[src/rtl/pc_fetch.sv]
// pc_fetch: program counter, start/done handshake, jump-target table
// and saturating run-cycle counter feeding the instruction ROM.
//
// Ports:
//   clk          rising-edge clock
//   reset        synchronous, active-low reset
//   req          start / restart pulse from the harness
//   halt         decoder: current instruction is halt
//   branch_en    decoder: current instruction is a branch/jump
//   branch_taken ALU condition, qualified by branch_en
//   target_idx   jump-table index carried in the instruction
//   lut_we       jump-table write enable
//   lut_addr     jump-table write index
//   lut_data     jump-table write data (absolute PC)
//   pc           registered PC, drives the ROM address
//   running      high while in RUN
//   done         program finished, held until next req
//   cycle_count  instructions executed in current/last run
module pc_fetch #(
  parameter int          PC_W       = 10,
  parameter int          TGT_W      = 5,
  parameter int unsigned START_ADDR = 0,
  parameter int          CNT_W      = 16
) (
  input  logic             clk,
  input  logic             reset,
  input  logic             req,
  input  logic             halt,
  input  logic             branch_en,
  input  logic             branch_taken,
  input  logic [TGT_W-1:0] target_idx,
  input  logic             lut_we,
  input  logic [TGT_W-1:0] lut_addr,
  input  logic [PC_W-1:0]  lut_data,
  output logic [PC_W-1:0]  pc,
  output logic             running,
  output logic             done,
  output logic [CNT_W-1:0] cycle_count
);

  localparam int DEPTH = 2 ** TGT_W;

  localparam logic [PC_W-1:0] START = PC_W'(START_ADDR);

  typedef enum logic [1:0] {
    IDLE = 2'd0,
    RUN  = 2'd1,
    DONE = 2'd2
  } state_t;

  state_t state;

  logic [PC_W-1:0] tbl [DEPTH];

  logic [PC_W-1:0]  tgt;
  logic [PC_W-1:0]  pc_inc;
  logic [CNT_W-1:0] cnt_inc;

  logic do_start;
  logic do_halt;
  logic do_jump;
  logic do_step;

  // Table read sees the pre-write entry: the write below is
  // non-blocking, so a same-edge write lands after the jump.
  always_comb begin
    tgt     = tbl[target_idx];
    pc_inc  = pc + PC_W'(1);
    cnt_inc = cycle_count;
    if (cycle_count != '1) begin
      cnt_inc = cycle_count + CNT_W'(1);
    end
  end

  // One-hot RUN action select in priority order:
  // restart, halt, taken branch, sequential step.
  always_comb begin
    do_start = req;
    do_halt  = !req && halt;
    do_jump  = !req && !halt && branch_en && branch_taken;
    do_step  = !req && !halt && !(branch_en && branch_taken);
  end

  always_ff @(posedge clk) begin
    if (!reset) begin
      state       <= IDLE;
      pc          <= '0;
      running     <= 1'b0;
      done        <= 1'b0;
      cycle_count <= '0;
      for (int i = 0; i < DEPTH; i++) begin
        tbl[i] <= '0;
      end
    end else begin
      if (lut_we) begin
        tbl[lut_addr] <= lut_data;
      end
      unique case (state)
        IDLE, DONE: begin
          if (req) begin
            state       <= RUN;
            pc          <= START;
            cycle_count <= '0;
            running     <= 1'b1;
            done        <= 1'b0;
          end
        end
        RUN: begin
          unique case (1'b1)
            do_start: begin
              pc          <= START;
              cycle_count <= '0;
            end
            do_halt: begin
              state   <= DONE;
              running <= 1'b0;
              done    <= 1'b1;
            end
            do_jump: begin
              pc          <= tgt;
              cycle_count <= cnt_inc;
            end
            do_step: begin
              pc          <= pc_inc;
              cycle_count <= cnt_inc;
            end
            default: begin
              pc <= pc;
            end
          endcase
        end
        default: begin
          state   <= IDLE;
          running <= 1'b0;
          done    <= 1'b0;
        end
      endcase
    end
  end

endmodule

[config.mk]
export PLATFORM = sky130hd
export DESIGN_NAME = pc_fetch
export DESIGN_NICKNAME = d
export VERILOG_FILES = /design/src/rtl/pc_fetch.sv
export SDC_FILE = /design/constraint.sdc
export NUM_CORES = 1
export LEC_CHECK = 0
export BUFFER_PORTS_ARGS = -buffer_cell sky130_fd_sc_hd__clkbuf_2
export CELL_PAD_IN_SITES_DETAIL_PLACEMENT = 1
export CELL_PAD_IN_SITES_GLOBAL_PLACEMENT = 2
export CORE_AREA = 2 2 186 188
export CTS_BUF_LIST = sky130_fd_sc_hd__clkbuf_8 sky130_fd_sc_hd__clkbuf_16
export DETAILED_ROUTE_END_ITERATION = 12
export DIE_AREA = 0 0 188 190
export GPL_ROUTABILITY_DRIVEN = 0
export PLACE_DENSITY_LB_ADDON = 0.1
export SETUP_SLACK_MARGIN = 0.1
export SYNTH_ARGS = -nofsm -noshare
export SYNTH_HDL_FRONTEND = slang
export SYNTH_SLANG_ARGS = --single-unit
[constraint.sdc]
create_clock -name clk -period 4.6 [get_ports clk]
set_input_delay 0.69 -clock clk [delete_from_list [all_inputs] [get_ports clk]]
set_output_delay 0.69 -clock clk [all_outputs]
set_load 0.005 [all_outputs]
**After elaboration in Yosys (flattened, before gate mapping)**

Memories as Yosys holds them, arrays and structs flattened.
Cells that the tools add are included.

- Register bits: 30
- Bits in writable memories: 320
- Bits of input ports: 27
- Output and inout port bits: 28
- Logic and storage cells: 56
- Memories: 1

- Add/subtract/negate cells: 2
- Equal/unequal tests: 8
- Mux-type cells: 23
- Reduce and logical (&&, ||, !) cells: 17

Memory list:

| name | words | bits a word | read ports | clocked after memory_dff | wr ports | RTL line | source |
|---|---|---|---|---|---|---|---|
| tbl | 32 | 10 | 1 | 0 | 32 | 53 | `logic [PC_W-1:0] tbl [DEPTH];` |

Operators by type and width:

| kind | number |
|---|---|
| case mux 16 bit (2 select lines) | 2 |
| 2-to-1 mux 16 bit | 2 |
| case mux 10 bit (3 select lines) | 1 |
| 2-to-1 mux 10 bit | 2 |
| case mux 10 bit (2 select lines) | 1 |
| adder 16 x 1 -> 16 bit (second input constant) | 1 |
| != test 16 bit (second input constant) | 1 |
| adder 10 x 1 -> 10 bit (second input constant) | 1 |
| OR reduction 10 bit | 1 |
| 2-to-1 mux 1 bit | 9 |
| logical AND 1 bit | 6 |
| != test 3 bit (second input constant) | 2 |
| 2-to-1 mux 5 bit | 1 |
| 2-to-1 mux 2 bit | 2 |
| != test 2 bit (second input constant) | 2 |
| != test 4 bit (second input constant) | 1 |
| case mux 1 bit (2 select lines) | 2 |
| case mux 2 bit (2 select lines) | 1 |
| AND reduction 4 bit | 1 |
| OR reduction 2 bit | 2 |
| zero test 1 bit | 3 |
| AND reduction 3 bit | 1 |
| equality test 2 x 1 -> 1 bit (second input constant) | 1 |
| equality test 2 bit (second input constant) | 1 |
| 3 further kinds | 3 |

**Logic depth before layout (Yosys ltp)**

- Word-level depth: 7
- Depth in mapped cells: 9

**Least setup slack after synthesis**

No wires, ideal clock.

- Kind: input to register
- From: input reset
- To: memory tbl[12][0], enable pin
- Setup time: 0.391 ns
- Arrival time: 2.320 ns
- Data required time: 4.209 ns
- Path slack: 1.889 ns
- Cell stages on the path: 6
- Buffers on the path: 3
- Cells stage by stage: buf_2 -> nand2_1 -> or3_1 -> clkbuf_1 -> clkbuf_1 -> o21ai_0

RTL lines:

| element | RTL line | source |
|---|---|---|
| from (decl) | 26 | `input logic reset,` |
| to (decl) | 53 |  |

==> impl_results.md <==
- Status: completed
- Crit-path cells: clkbuf_2, nand4b_1, o21ai_0, buf_4
- FFs w/ async S/R, synth: 0%
- Vias in the first global route: 10,130
- Cell Area, Synth: about 0.016 mm^2
- R2R setup slack: approximately 2500 ps
- Final worst slack: 1820 ps
- Arr. time, crit path: 3030 ps
- Root Buffer: clkbuf_16
- GRT Util Overall: 25.8%
- Syn Inst Count: 1,131
- Slew headroom: between 20% and 30%
- Area growth syn-to-layout: 12.8%
- Post-Place Setup Slack: 1220 ps
- WS Path Type: in -> reg
- Storage element area: 0.0102 mm^2
- Initial antenna violation count: 4
- R2R Path Start: state[0]$_SDFFE_PN0P_
- Detailed Route Iter0 Violations: 884
- Nets@finish: 1,224
- DRT Pass-1 Iters: 5
- CTS tree: built
- CP Capture Type: flip-flop
- Critical path required time: 4850 ps
- Standard-cell rows: 68
- Period Utilization, post-route: approximately three fifths
- Post-synth EDFFs: 320
- Worst Skew: 18.8 ps
- Largest stage delay, worst path: 890 ps
- Worst vdd ir: approximately 0.00029 V
- First-pass GRT wire length: around 67,000 um
- Crit-path leading delay family: simple AND/OR/NAND/NOR gates
- Post-CTS resize count: 0
- CTS Sinks: between 300 and 400
- Design area: 0.0183 mm^2
- H-tree Lvls: 2
- Post-synthesis register bit count: between 300 and 400
- Hold Path End: done$_SDFFE_PN0P_
- Fin. Hold Viols: 0
- Chip height: 190 um
- Core area: 0.0339 mm^2
- CP Max Fanout: 28
- Port bufs: 54
- Seq/Total Area, Yosys: 62.7%
- Post-layout util: a little over half
- LEAKAGE: between 6 and 7 nW
- Synth warn: 0
- Fillers: 3,299
- Fmax: about 360 MHz
- DRC Markers: 0
- Largest net degree at the start of global routing: 39
- Finished Layout Cells: between 1,500 and 2,000
- Fin crit period: 2780 ps
- Routed WL per cell: 26.7 um
- Hold slack: 510 ps
- Final setup TNS: 0 ps
- Initial Utilization: 47.9%
- Clk_lat worst skew: 540 ps
- CTS max path bufs: 3
- DP Area: 0.0171 mm^2
- DP Cell Count: 1,608
- Post-DRT Antenna Nets: 0
- Pwr Density: 398 mW/mm^2
- Total power: 7.30 mW
- Syn Area/Cell: 14.4 um^2
- Hold Path Class: in -> reg
- Hold Buf Count CTS: 0
- Crit-path slowest cell: nand4b_1
- Hold path start: req
- Worst Max-Slew Pin Slew: roughly 1100 ps
- Crit path launch type: input pin
- Syn Nets: 1,160
- WHS Path Cells: 2
- Postcts setup bufs: 0
- Share of cells above drive strength 1: 19.1%
- Setup-failing EPs final: 0
- Die width: 188 um
- Worst r2r path cells: 5
- Final WL: 45,000 um
- Worst-path clk slew: 60 ps
- Total vias in the final route: 9,912
- Hpwl dp: 29,000 um
- TritonCTS Buffers: 40
- Area of the multi-input gates: 0.00568 mm^2
- Slew Viols, Final: 0
- Grt ovf: 0
- Crit path buffers/inverters: 2
- Main flop type after synthesis: edfxtp_1
- Netlist cell types: 60
- RSZ-0062 raised after global routing: no
- R2R Path End: cycle_count[7]$_SDFFE_PN0P_
- Drt via density: 5.89
- Die area: 0.0357 mm^2
- # Max-Cap Violations: 0
- IO Count: 55
[cells in the mapped netlist (7+ instances only)]
master	n	area share, %
a21oi_1	18	0.55
and2_1	323	12
buf_2	9	0.28
clkbuf_1	50	1.2
dfxtp_1	29	3.6
edfxtp_1	320	59
mux2i_1	18	1.1
mux4_2	82	11
nand2_1	21	0.49
nand3_1	13	0.40
nand3b_1	7	0.32
nand4_1	11	0.42
nor2_1	53	1.2
nor2b_1	8	0.31
nor3_1	7	0.22
o21ai_0	44	1.4
o21ai_1	10	0.31
o22ai_1	12	0.46
or3_1	8	0.31
[worst max-delay path by stage]
stage               startpoint                        to  slack (ps)  depth (start not counted)
floorplan                reset  tbl[12][0]$_SDFFCE_PN0P_        1890                          6
global placement         reset  tbl[22][0]$_SDFFCE_PN0P_        1350                          4
detailed placement       reset  tbl[22][0]$_SDFFCE_PN0P_        1220                          4
CTS                      reset  tbl[22][0]$_SDFFCE_PN0P_        1820                          4
global route             reset   tbl[6][7]$_SDFFCE_PN0P_        1620                          4
finish                   reset  tbl[30][3]$_SDFFCE_PN0P_        1820                          4
[registers in the layout, summed over array words and instances (netlist names)]
register,flops
done,1
tbl,320
state,1
pc,10
running,1
cycle_count,16
[placed cells by master, fill, tap and decap left out, drive strengths merged, types with 18 or more instances in the layout]
master and instances:
a21oi 18, edfxtp 320, nand2 21, mux2i 18, mux4 84, dfxtp 29
nor2 53, and2 323, buf 42, clkbuf 94, o21ai 54, clkinv 18
[cells by family after synthesis]
group	Yosys count	synth area share [%]
xor gates and xnor gates	7	0.377
buffers and inverters	78	2.32
AOI/OAI and AO/OA	120	4.47
muxes	103	12.9
and+or+nand+nor	472	17.1
adders and majority gates	2	0.154
DFF	349	62.7
[routing by layer]
metal | wire length (um) | GRT usage, % | vias up
met5 | 13 | 0 | -
li1 | - | - | 4360
met3 | 2480 | 4.21 | 57
met2 | 21200 | 41.2 | 270
met1 | 20300 | 36.9 | 5223
met4 | 1010 | 7.12 | 2
[report_power, final]
part           internal, mW  switching (mW)
Combinational         0.200           0.340
Clock                  1.80            1.29
Sequential             3.61          0.0527
Total                  5.62            1.68
[area by class of cell]
cell class / instances / share of cell area (%)
multi-input combinational: 704 / 31.0
timing repair buffer: 94 / 3.28
clock buffer: 42 / 5.67
antenna: 2 / 0.0273
sequential: 349 / 55.6
clock inverter: 31 / 1.22
inverter: 6 / 0.123
tap: 455 / 3.11
(Power assumes the default switching activity.)
